`src/rtl/io_port_ctrl.sv`:
```
// io_port_ctrl: OUT FIFO toward an external sink, plus a one-word IN holder
// fed by an external source, with combinational pipeline stall.
// Optional build macro: IO_PORT_CTRL_STATS_EN adds saturating transfer counters.
module io_port_ctrl #(
  parameter int DEPTH = 4,
  parameter int WIDTH = 16
) (
  input  logic             clk,
  input  logic             reset,
  input  logic             out_wr,
  input  logic [WIDTH-1:0] out_data,
  input  logic             in_rd,
  output logic [WIDTH-1:0] data_in,
  output logic             stall,
  output logic [WIDTH-1:0] ext_out_data,
  output logic             ext_out_valid,
  input  logic             ext_out_ready,
  input  logic [WIDTH-1:0] ext_in_data,
  input  logic             ext_in_valid,
  output logic             ext_in_ready,
  output logic [15:0]      out_cnt,
  output logic [15:0]      in_cnt
);
  localparam int AW = $clog2(DEPTH);

  typedef enum logic {S_EMPTY, S_FULL} hold_st_e;

  logic [AW:0]                 wr_ptr_q, rd_ptr_q;
  logic [DEPTH-1:0][WIDTH-1:0] mem_q;
  logic                        full, empty, push, pop;

  hold_st_e                    state_q, state_d;
  logic [WIDTH-1:0]            hold_q, hold_d;
  logic [WIDTH-1:0]            last_q;
  logic                        in_hs;

  // Extra pointer MSB separates the wrapped-full case from empty.
  assign empty = (wr_ptr_q == rd_ptr_q);
  assign full  = (wr_ptr_q[AW-1:0] == rd_ptr_q[AW-1:0]) && (wr_ptr_q[AW] != rd_ptr_q[AW]);
  assign pop   = ext_out_valid && ext_out_ready;
  // A full FIFO still accepts a word when the head leaves on the same edge.
  assign push  = out_wr && (!full || ext_out_ready);

  assign ext_out_valid = !empty;
  assign ext_out_data  = empty ? '0 : mem_q[rd_ptr_q[AW-1:0]];

  // FIFO storage and pointers; on full+pop the head slot is read before being rewritten.
  always_ff @(posedge clk or posedge reset) begin
    if (reset) begin
      wr_ptr_q <= '0;
      rd_ptr_q <= '0;
      mem_q    <= '0;
    end else begin
      if (push) begin
        mem_q[wr_ptr_q[AW-1:0]] <= out_data;
        wr_ptr_q                <= wr_ptr_q + (AW+1)'(1);
      end
      if (pop) rd_ptr_q <= rd_ptr_q + (AW+1)'(1);
    end
  end

  assign ext_in_ready = (state_q == S_EMPTY) && !reset;
  assign in_hs        = ext_in_valid && ext_in_ready;

  // Holder next state: a read coinciding with an arriving word bypasses storage.
  always_comb begin
    state_d = state_q;
    hold_d  = hold_q;
    case (state_q)
      S_EMPTY: if (in_hs && !in_rd) begin
        state_d = S_FULL;
        hold_d  = ext_in_data;
      end
      S_FULL:  if (in_rd) state_d = S_EMPTY;
      default: state_d = S_EMPTY;
    endcase
  end

  // Holder state, captured word, and the last value presented on data_in.
  always_ff @(posedge clk or posedge reset) begin
    if (reset) begin
      state_q <= S_EMPTY;
      hold_q  <= '0;
      last_q  <= '0;
    end else begin
      state_q <= state_d;
      hold_q  <= hold_d;
      last_q  <= data_in;
    end
  end

  // IN word: stored word, else live bypass, else keep the previous value.
  always_comb begin
    data_in = last_q;
    if (reset)                        data_in = '0;
    else if (state_q == S_FULL)       data_in = hold_q;
    else if (ext_in_valid)            data_in = ext_in_data;
  end

  assign stall = !reset &&
                 ((out_wr && full && !ext_out_ready) ||
                  (in_rd && (state_q == S_EMPTY) && !ext_in_valid));

`ifdef IO_PORT_CTRL_STATS_EN
  logic [15:0] out_cnt_q, in_cnt_q;

  // Saturating event counters; bypass reads count as input handshakes.
  always_ff @(posedge clk or posedge reset) begin
    if (reset) begin
      out_cnt_q <= '0;
      in_cnt_q  <= '0;
    end else begin
      if (pop   && out_cnt_q != 16'hFFFF) out_cnt_q <= out_cnt_q + 16'd1;
      if (in_hs && in_cnt_q  != 16'hFFFF) in_cnt_q  <= in_cnt_q + 16'd1;
    end
  end

  assign out_cnt = out_cnt_q;
  assign in_cnt  = in_cnt_q;
`else
  assign out_cnt = 16'h0000;
  assign in_cnt  = 16'h0000;
`endif
endmodule

```
`config.mk`:
```
export PLATFORM = sky130hd
export DESIGN_NAME = io_port_ctrl
export DESIGN_NICKNAME = d
export VERILOG_FILES = /design/src/rtl/io_port_ctrl.sv
export SDC_FILE = /design/constraint.sdc
export NUM_CORES = 1
export LEC_CHECK = 0
export BUFFER_PORTS_ARGS = -buffer_cell sky130_fd_sc_hd__buf_4
export CORE_MARGIN = 5
export CORE_UTILIZATION = 45
export CTS_BUF_LIST = sky130_fd_sc_hd__clkbuf_16
export CTS_CLUSTER_SIZE = 10
export DETAILED_ROUTE_END_ITERATION = 7
export PLACE_DENSITY = 0.65
export RECOVER_POWER = 100
export SLEW_MARGIN = 40
export SYNTH_ARGS = -nofsm -noshare
export SYNTH_HDL_FRONTEND = slang
export SYNTH_SLANG_ARGS = --single-unit
export TNS_END_PERCENT = 1
```
`constraint.sdc`:
```
create_clock -name clk -period 3.4 [get_ports clk]
set_clock_uncertainty 0.1 [all_clocks]
set_input_delay 0 -clock clk [delete_from_list [all_inputs] [get_ports clk]]
set_output_delay 0 -clock clk [all_outputs]
set_load 0.005 [all_outputs]
```
; ---- After elaboration in Yosys (flattened, before gate mapping)
; Index checks and enable logic that the tools add are counted.
[totals]
regBits = 103
in_bits = 38
output_inout_bits = 67
elab_cells = 51
[classes]
n_addsub = 2
magnitude_cmp = 3
n_eq_ne = 3
mux = 12
n_bitwise = 1
reduce_logical = 21
[ops]
columns = operator, n
row1 = 2-to-1 mux 16 bit, 6
row2 = bitwise mux 64 bit, 1
row3 = binary-select mux 16 bit (select 2 bit), 1
row4 = demux 16 bit (select 2 bit), 1
row5 = logical AND 1 bit, 12
row6 = "adder 3 x 1 -> 3 bit, second input constant", 2
row7 = logical NOT 1 bit, 6
row8 = "< comparator 2 x 3 -> 1 bit, second input constant", 2
row9 = == test 3 bit, 1
row10 = == test 2 bit, 1
row11 = ">= comparator 2 x 1 -> 1 bit, second input constant", 1
row12 = logical OR 1 bit, 2
row13 = 2-to-1 mux 1 bit, 2
row14 = case mux 1 bit (2 select lines), 1
row15 = AND reduction 2 bit, 1
row16 = inequality test 1 bit, 1
row17 = inverter 1 bit, 1

; ---- Depth between registers and ports, before layout
; Gate-level depths: netlist of run 1.
[depth]
word_depth = 6
mapped_depth = 6

; ---- Worst setup path after synthesis of run 1
; OpenSTA, ideal clock, no wires.
[synth_timing]
kind = input-to-output
start = input port reset
end = output port stall
arrival_time_ps = 2751
t_required_ps = 3300
setup_slack_ps = 549
cell_stages = 3
n_path_buf = 1
path_cell_list = clkbuf_1 -> inv_1 -> a32o_1
[synth_between]
elab_chain_len = 2
[synth_lines]
columns = element, line_no
row1 = from (decl), 9  ; input logic reset,
row2 = logical NOT 1 bit, 100  ; assign stall = !reset &&
row3 = logical AND 1 bit, 100
row4 = to (decl), 14  ; output logic stall,
; Every way passes these cells.

; ---- Worst setup path in the final report of run 1
[layout_timing]
start = register wr_ptr_q[1]
end = output port ext_out_data[0]
[layout_between]
elab_chain_len = 2
[layout_lines]
columns = element, line_no
row1 = from (decl), 28  ; logic [AW:0] wr_ptr_q, rd_ptr_q;
row2 = from (signal assigned), 56  ; wr_ptr_q <= wr_ptr_q + (AW+1)'(1);
row3 = == test 3 bit, 38  ; assign empty = (wr_ptr_q == rd_ptr_q);
row4 = 2-to-1 mux 16 bit, 45  ; assign ext_out_data = empty ? '0 : mem_q[rd_ptr_q[AW-1:0]];
row5 = to (decl), 15  ; output logic [WIDTH-1:0] ext_out_data,
; Every way passes these cells.

==> results of run 1 <==
==> worst reg2reg max path, cell delays in order, from the launching register on <==
cell      delay, ps
dfrtp_1         430
xor2_1          340
o41ai_4         660
clkbuf_1        600
mux2_2          420
==> through the flow <==
step | power [mW] | instances | utilization, %
floorplan | 3.64 | 383 | -
detailed placement | 4.41 | 558 | 50.3
CTS | 5.37 | 608 | 55.7
global route | 5.61 | 608 | 55.3
global placement | 4.33 | 558 | 50.3
finish | 5.22 | 608 | 55.3
==> power by group <==
| part | leakage, nW | total, mW | internal [mW] | switching, mW |
|---|---|---|---|---|
| registers | 1.24 | 1.98 | 1.72 | 0.262 |
| clock network | 0.132 | 0.910 | 0.484 | 0.426 |
| logic | 1.44 | 2.33 | 1.37 | 0.955 |
==> cells in the mapped netlist (2+ instances only) <==
master | instances | area, µm²
ha_1 | 5 | 62.6
nor2_1 | 18 | 67.6
xor2_4 | 2 | 55.1
mux2i_1 | 16 | 160
buf_1 | 2 | 7.51
dfrtp_1 | 103 | 2580
buf_2 | 4 | 20.0
o41ai_4 | 4 | 110
xnor2_1 | 4 | 35.0
clkbuf_1 | 6 | 22.5
and2b_1 | 9 | 67.6
mux2_1 | 7 | 78.8
buf_6 | 6 | 67.6
nor2b_1 | 7 | 43.8
buf_4 | 32 | 240
and2_1 | 4 | 25.0
mux4_2 | 16 | 360
inv_1 | 5 | 18.8
mux2_2 | 91 | 1020
==> state kept, by name (all words and copies together), names as in the netlist <==
name and count:
mem_q 64, last_q 16, state_q 1, hold_q 16
rd_ptr_q 3, wr_ptr_q 3
==> path summary, 6_finish.rpt <==
check                                   startpoint                       to  slack (ps)  cells after the start
min in group asynchronous                    reset    mem_q[46]$_DFFE_PP0P_         670                      3
max in group asynchronous                    reset  rd_ptr_q[0]$_DFFE_PP0P_        1250                      4
min                                   ext_in_valid     last_q[12]$_DFF_PP0_         230                      4
max                        wr_ptr_q[1]$_DFFE_PP0P_          ext_out_data[0]         700                      5
min reg2reg                   mem_q[6]$_DFFE_PP0P_     mem_q[6]$_DFFE_PP0P_         390                      1
max reg2reg                wr_ptr_q[1]$_DFFE_PP0P_    mem_q[44]$_DFFE_PP0P_         740                      4
==> cell usage in the layout, fill, tap and decap left out <==
master         instances
dfrtp_1              103
a32o_1                 1
buf_4                 51
nor2b_1                7
nor3_1                 1
mux4_2                16
mux2_2                91
o31ai_1                1
xor2_4                 1
clkbuf_2               1
nor2_1                18
clkbuf_4              26
o41ai_4                4
xnor2_1                4
and3_1                 1
ha_1                   5
conb_1                32
and2b_1                9
xor2_1                 2
inv_4                  1
inv_6                  1
mux2i_1               16
nor4_1                 1
clkinv_2               3
clkbuf_16              9
a21o_1                 1
xnor2_2                1
and2_1                 4
dlygate4sd3_1         36
o311ai_0               1
clkbuf_1               4
mux2_1                 7
inv_1                  5
o41ai_1                1
==> layout make-up <==
cell class / count / area [µm²]
multi-input combinational: 225 / 2280
timing repair buffer: 118 / 958
sequential: 103 / 2580
clock inverter: 5 / 27.5
tap: 143 / 179
clock buffer: 9 / 225
inverter: 5 / 21.3
fill: 953 / 5050
==> metal layers <==
metal,GRT usage [%],routed length [µm],up-vias
li1,-,-,1402
met1,20.7,4280,1536
met2,26.7,5170,63
met3,3.24,479,5
met4,4.36,98,0
met5,0,0,-
==> logic make-up after synthesis <==
kind of cell | count (synthesis) | synth area share (%)
AOI/OAI and AO/OA | 9 | 2.97
xor gates and xnor gates | 8 | 2.24
adders and majority gates | 5 | 1.22
buffers and inverters | 55 | 7.34
DFF | 103 | 50.2
muxes | 130 | 31.6
other | 1 | 0.0730
and+or+nand+nor | 41 | 4.31
==> impl_metrics.yaml, run 1 <==
run_status:
  status: "completed"
clocking:
  tritoncts.num_buffers: 9
  clock_sinks: 103
  tritoncts: "done"
  ctsHoldBuffers: 36
  post_cts_buffers: 0
  ctsHtreeMaxLevel: 3
  cts_root_buffer: "clkbuf_16"
  cts_resized: 0
  path_clk_slew_ps: 60
  clock_latency_ps: 330
  cts_max_path_buffers: 2
route:
  first_iter_violations: 58
  drt.antenna.violating_nets: 0
  drcViolationCount: 0
  drt_first_pass_iters: 4
  via_count: 3006
  wl_per_cell_um: 16.5
  viasPerCell: 4.94
  routed_wl_um: 10000
place:
  gp_congestion: 0.691
  io_buffers: 72
  pre_cts_slack_ps: 1160
  dp_hpwl_um: 6690
  dpl_cell_area_um2: 5690
floorplanning:
  rows: 39
  core_um2: 11300
  die_w_um: 117
  pin_count: 105
  die_area_um2: 13600
  initial_core_util_pct: 45.3
  die_y_um: 117
synth:
  ys_ff_latch: 103
  seq_area_frac_synth_pct: 50.2
  synth_ff_type: "dfrtp_1"
  synth_edf_count: 0
  yosysWarningCount: 0
  synth_cell_types: 30
  synth_async_sr_flop_share_pct: 100
  syn_inst: 352
  netlist_area_um2: 5130
  postSynthAreaPerCell_um2: 14.6
timing:
  fmax_mhz: 370
  hold_viol_final: 0
  tns_ps: 0
  slew_headroom_pct: 27.7
  worst_pin_slew_ps: 1080
  finalSetupViolations: 0
  period_needed_ps: 2700
  rsz0062_at_grt: "no"
  setup_ws_ps: 699
  drv_slew: 0
  fin_crit_sh_pct: 79.4
  holdWs_ps: 233
critical_path:
  critPathMaxStageDelay_ps: 880
  cp_num_buf_inv: 2
  crit_family: "XOR/XNOR gates"
  end_kind: "primary output"
  cp.required_ps: 3300
  cpMaxStageDelayCell: "xor2_1"
  start_kind: "flip-flop"
  arrival_ps: 2600
  crit_path_cell_trace: "xor2_1, nor3_1, buf_4, and2b_1, clkbuf_4"
  crit_type: "reg -> out"
  crit_fanout: 13
global_route:
  grt-ovfl-total: 0
  grt_pass1_vias: 3206
  grtUsageTotal_pct: 15.7
  grt_max_degree: 47
  antenna_found_initial: 0
  grt_first_pass_wirelength_um: 16600
finish:
  final_layout_size_suffix_gt1_share_pct: 44.1
  area_growth_pct: 22.1
  nets: 505
  final_area_um2: 6270
  diodes: 0
power_and_ir_drop:
  power_leakage_nw: 2.81
  vdd_drop_max_mv: 0.355
  power_density_nw_per_um2: 833
min_path:
  hp-class: "in -> reg"
flow_run:
  cap_viol_max_count: 0
No activity file was read; power rests on OpenSTA's default activity.
==> run 2: changes to the inputs <==
Settings changed: ABC_AREA set to 1, PLACE_DENSITY 0.65 to 0.64.
Clock period 3.4 ns to 2.7 ns, I/O delays scaled along.
==> run 2 against run 1 <==
- non-clock buffer count is 1 higher
- register-to-register slack worse by 390 ps
- first-iteration DRC count grew to 7.1 times the previous value
- die area is 3.4% higher
- cell area is 2.2% higher
- total power is 28% higher
- routed wire length is 35% higher
- sequential share of layout area is 0.88 points lower
- core utilization is 0.25 points higher
- critical endpoint is now mem_q[56]$_DFFE_PP0P_
==> impl_metrics.yaml, run 2 <==
synth:
  synth_commonest_cells: "198 x nand2_1, 103 x dfrtp_1, 82 x o21ai_0, 65 x nand4_1, 38 x buf_4"
  synth.largest_area_cell: "dfrtp_1"
  postSynthAreaPerCell_um2: 8.06
  ys_ff_latch: 103
  yosysTopAreaCellShare_pct: 48.4
  netlist_area_um2: 5330
  synth_ff_type: "dfrtp_1"
  synth_cell_types: 26
  synth_edf_count: 0
  yosysWarningCount: 0
  seq_area_frac_synth_pct: 48.4
  synth_area_leaders: "dfrtp_1 48%, nand2_1 14%, o21ai_0 7.7%, nand4_1 7.6%, buf_4 5.4%"
  yosysMostFrequentCell: "nand2_1"
  syn_inst: 661
  synth_async_sr_flop_share_pct: 100
clocking:
  clock_latency_ps: 350
  path_clk_slew_ps: 70
  ctsHtreeMaxLevel: 3
  ctsHoldBuffers: 37
  cts_max_path_buffers: 2
  clock_sinks: 103
  cts_resized: 0
  cts_root_buffer: "clkbuf_16"
  tritoncts.num_buffers: 9
  tritoncts: "done"
  post_cts_buffers: 0
power_and_ir_drop:
  p_sw_share_pct: 39.8
  seq_power_share_pct: 36.2
  switchingPower_mw: 2.66
  combPwrFrac_pct: 43.0
  clock_power_share_pct: 20.7
  power_leakage_nw: 3.35
  vdd_drop_max_mv: 0.466
  power_density_nw_per_um2: 1040
  p_int_mw: 4.02
finish:
  multiInputGateArea_um2: 2200
  final_cell_mix: "200 x nand2_1, 103 x dfrtp_1, 82 x o21ai_0"
  final_common_cell: "nand2_1"
  largest-register: "mem_q"
  final_layout_size_suffix_gt1_share_pct: 14.1
  diodes: 0
  reg_top3: "mem_q (64), hold_q (16), last_q (16)"
  nets: 783
  largest_reg_flops: 64
  nFillCells: 1063
  fin_util_pct: 55.6
  seq_area_um2: 2580
  area_growth_pct: 20.2
timing:
  drv_slew: 0
  finalSetupViolations: 0
  worst_pin_slew_ps: 1080
  slew_headroom_pct: 28.0
  fin_crit_sh_pct: 87.2
  tns_ps: 0
  rsz0062_at_grt: "no"
  period_needed_ps: 2350
  fmax_mhz: 425
  hold_viol_final: 0
critical_path:
  crit_type: "reg -> reg"
  worstReg2RegStart: "rd_ptr_q[1]$_DFFE_PP0P_"
  worst_r2r_path_depth: 8
  crit_fanout: 73
  arrival_ps: 2490
  startpoint: "rd_ptr_q[1]$_DFFE_PP0P_"
  rrSetupSlack_ps: 350
  cp.required_ps: 2830
  r2r-end: "mem_q[56]$_DFFE_PP0P_"
  start_kind: "flip-flop"
  end_kind: "flip-flop"
  crit_end: "mem_q[56]$_DFFE_PP0P_"
route:
  drt.antenna.violating_nets: 0
  routed_wl_um: 13600
  viasPerCell: 5.33
  drt_first_pass_iters: 5
  first_iter_violations: 409
  via_count: 4735
  drcViolationCount: 0
  wl_per_cell_um: 15.3
global_route:
  grtUsageTotal_pct: 19.9
  grt_max_degree: 77
  grt_pass1_vias: 4585
  grt_first_pass_wirelength_um: 23100
  antenna_found_initial: 0
  grt-ovfl-total: 0
flow_run:
  cap_viol_max_count: 0
floorplanning:
  pin_count: 105
  rows: 39
  die_area_um2: 14100
  die_y_um: 119
  die_w_um: 119
  core_um2: 11500
  initial_core_util_pct: 46.3
min_path:
  hp-class: "in -> reg"
  hold_depth: 3
place:
  gp_congestion: 0.790
  io_buffers: 72
  dp_hpwl_um: 8330
run_status:
  status: "completed"
==> run 2: cell type report <==
type                            count  share of cell area (%)
Timing Repair Buffer              119                    15.2
Multi-Input combinational cell    466                    34.4
Clock inverter                      7                    1.41
Tap cell                          143                    2.79
Clock buffer                        9                    3.52
Sequential cell                   103                    40.3
Inverter                           41                    2.48
==> run 2: power by group through the flow <==
stage	Sequential [mW]	Clock (mW)	Combinational, mW
final	2.42	1.39	2.88
after global routing	2.49	1.47	3.30
after CTS	2.42	1.41	2.97
after detailed placement	2.44	0	2.92
after global placement	2.43	0	2.86
after floorplan	2.33	0	2.03
==> run 2: worst min path at each step <==
stage | startpoint | endpoint | slack (ps)
detailed placement | reset | last_q[4]$_DFF_PP0_ | -20
CTS | ext_in_valid | last_q[4]$_DFF_PP0_ | 80
global placement | reset | last_q[2]$_DFF_PP0_ | -30
floorplan | reset | ext_in_ready | -70
global route | ext_in_valid | last_q[4]$_DFF_PP0_ | 110
finish | ext_in_valid | last_q[4]$_DFF_PP0_ | 90
==> run 2: cells by family (layout without fill, tap and decap cells) <==
group	Yosys count	after routing	share of synthesized area, %
AO/OA/AOI/OAI	99	99	9.68
XOR/XNOR	1	1	0.164
adder cells (fa/ha/maj)	5	5	1.17
buffers and inverters	123	176	12.1
flip-flops	103	103	48.4
other	1	32	0.0704
AND/OR/NAND/NOR	329	329	28.5
==> run 2: layer usage <==
metal,up-vias,share of wire [%],track usage [%]
met3,10,7.6,5.68
met5,-,0,0
li1,2284,-,-
met4,0,0.60,4.63
met1,2269,43,25.4
met2,172,49,33.6
==> run 2: per-stage QoR <==
step	hold WS (ps)	instances	instance area [µm²]	setup WS [ps]	total power, mW
after global routing	114	888	6400	147	7.27
final	85.1	888	6400	345	6.68
after detailed placement	-17.6	835	5770	567	5.36
after floorplan	-70.5	692	5440	503	4.36
after global placement	-25.5	835	5770	650	5.29
after CTS	75.7	888	6450	436	6.81
==> run 2: critical path: stages, from the launching register on <==
cell	delay, ps
dfrtp_1	460
inv_4	190
nand2_1	90
nand2_1	160
nor2_8	70
nand2_8	320
nand3_2	520
nand2_1	180
nand2_1	70
==> run 3: changes to the inputs <==
Settings changed: PLACE_DENSITY 0.64 to 0.67.
==> run 3 against run 2 <==
- largest power group unchanged
- register-to-register slack hardly changed
- count of clock-buffer cells in the layout is the same
- sequential share of layout area is 0.23 points higher
- setup slack got worse by 39 ps
- routed wire length is 3.0% higher
- critical path type is now reg -> out
- flip-flop and latch count did not move
- sequential power hardly changed
- maximum frequency fell by 1.6%
- cell area down 0.57%
- combinational power grew 2%
- via count rose by 1.5%
==> impl_metrics.yaml, run 3 (synthesis gave the netlist of run 2 again) <==
route:
  drt.antenna.violating_nets: 0
  met3_length_um: 1070
  drcViolationCount: 0
  via_count: 4807
  routed_wl_um: 14000
  highest_layer: "met4"
  viasPerCell: 5.42
  wl_per_cell_um: 15.8
  first_iter_violations: 449
  drt_first_pass_iters: 5
  route.met2.wl_um: 6600
  wl_met1_um: 5990
min_path:
  min_to: "state_q$_DFF_PP0_"
  hold_depth: 3
  hold_start: "ext_in_valid"
  hp-class: "in -> reg"
critical_path:
  cp_num_buf_inv: 4
  crit_type: "reg -> out"
  critPathMaxStageDelay_ps: 440
  cpMaxStageDelayCell: "dfrtp_1"
  end_kind: "primary output"
  worst_r2r_path_depth: 8
  crit_path_cell_trace: "inv_4, nand2_1, nand2_1, nor2_8, nand2_1, clkbuf_2, nand2_1, inv_1, clkbuf_1"
  r2r-end: "mem_q[35]$_DFFE_PP0P_"
  arrival_ps: 2290
  worstReg2RegStart: "rd_ptr_q[1]$_DFFE_PP0P_"
  start_kind: "flip-flop"
  crit_top_cell: "nand2_1"
  cp.required_ps: 2600
  rrSetupSlack_ps: 340
  crit_fanout: 17
  crit_family: "buffers and inverters"
clocking:
  cts_resized: 0
  ctsHtreeMaxLevel: 3
  path_clk_slew_ps: 70
  cts_root_buffer: "clkbuf_16"
  tritoncts.num_buffers: 9
  clock_sinks: 103
  ctsHoldBuffers: 35
  post_cts_buffers: 0
  tritoncts: "done"
  clock_latency_ps: 340
  cts_max_path_buffers: 2
place:
  io_buffers: 72
  gp_congestion: 0.762
  dp_hpwl_um: 8490
  dpl_cell_area_um2: 5770
  pre_cts_slack_ps: 700
global_route:
  grt-ovfl-total: 0
  grt_pass1_vias: 4524
  antenna_found_initial: 0
  grt_first_pass_wirelength_um: 22700
  grt_max_degree: 67
  grtUsageTotal_pct: 19.7
power_and_ir_drop:
  clock_power_share_pct: 18.5
  p_sw_share_pct: 41.7
  switchingPower_mw: 2.74
  combPwrFrac_pct: 44.8
  p_int_mw: 3.84
  power_leakage_nw: 3.32
  power_density_nw_per_um2: 1030
  seq_power_share_pct: 36.7
  vdd_drop_max_mv: 0.451
timing:
  period_needed_ps: 2390
  slew_headroom_pct: 18.1
  fin_crit_sh_pct: 88.7
  setup_ws_ps: 306
  hold_viol_final: 0
  worst_pin_slew_ps: 1230
  tns_ps: 0
  rsz0062_at_grt: "no"
  finalSetupViolations: 0
  fmax_mhz: 418
  holdWs_ps: 40.4
  drv_slew: 0
floorplanning:
  pin_count: 105
  initial_core_util_pct: 46.3
  die_w_um: 119
  core_um2: 11500
  rows: 39
  die_y_um: 119
  die_area_um2: 14100
flow_run:
  cap_viol_max_count: 0
finish:
  nets: 782
  largest-register: "mem_q"
  final_area_um2: 6370
  final_cell_mix: "200 x nand2_1, 103 x dfrtp_1, 82 x o21ai_0"
  final_layout_size_suffix_gt1_share_pct: 14.4
  fin_util_pct: 55.3
  reg_top3: "mem_q (64), hold_q (16), last_q (16)"
  diodes: 0
  largest_reg_flops: 64
  area_growth_pct: 19.5
  final_common_cell: "nand2_1"
run_status:
  status: "completed"
==> run 3: layout make-up <==
cell class	instances	area (µm²)
tap	143	179
clock buffer	9	225
fill	1094	5150
timing repair buffer	118	970
clock inverter	7	47.5
inverter	41	156
sequential	103	2580
multi-input combinational	466	2210
==> run 3: power by group through the flow <==
stage | Combinational (mW) | Sequential [mW] | Clock (mW)
2_1_floorplan | 2.03 | 2.33 | 0
3_3_place_gp | 2.91 | 2.40 | 0
3_5_place_dp | 2.97 | 2.43 | 0
4_1_cts | 3.03 | 2.41 | 1.25
5_1_grt | 3.33 | 2.47 | 1.31
6_report | 2.95 | 2.41 | 1.22
==> run 3: per-stage QoR <==
step / total power [mW] / std cells
after CTS: 6.68 / 887
after floorplan: 4.36 / 692
after global placement: 5.32 / 836
after detailed placement: 5.40 / 836
after global routing: 7.12 / 887
final: 6.59 / 887
==> run 3: worst max-delay path by stage <==
stage,end,from,cells past startpoint
floorplan,last_q[0]$_DFF_PP0_,reset,4
global placement,mem_q[38]$_DFFE_PP0P_,rd_ptr_q[1]$_DFFE_PP0P_,8
detailed placement,mem_q[35]$_DFFE_PP0P_,rd_ptr_q[1]$_DFFE_PP0P_,8
CTS,ext_out_data[14],rd_ptr_q[1]$_DFFE_PP0P_,9
global route,ext_out_data[14],rd_ptr_q[1]$_DFFE_PP0P_,9
finish,ext_out_data[0],rd_ptr_q[1]$_DFFE_PP0P_,9
==> run 3: per-layer routing <==
| layer | track usage (%) | vias up |
|---|---|---|
| met5 | 0 | - |
| met4 | 7.97 | 0 |
| met3 | 3.10 | 25 |
| met2 | 32.1 | 233 |
| met1 | 26.3 | 2276 |
| li1 | - | 2273 |
==> run 3: worst min-delay path, cell delays in order <==
cell     delay [ps]
buf_4           210
a21oi_1         180
nor2_1           50
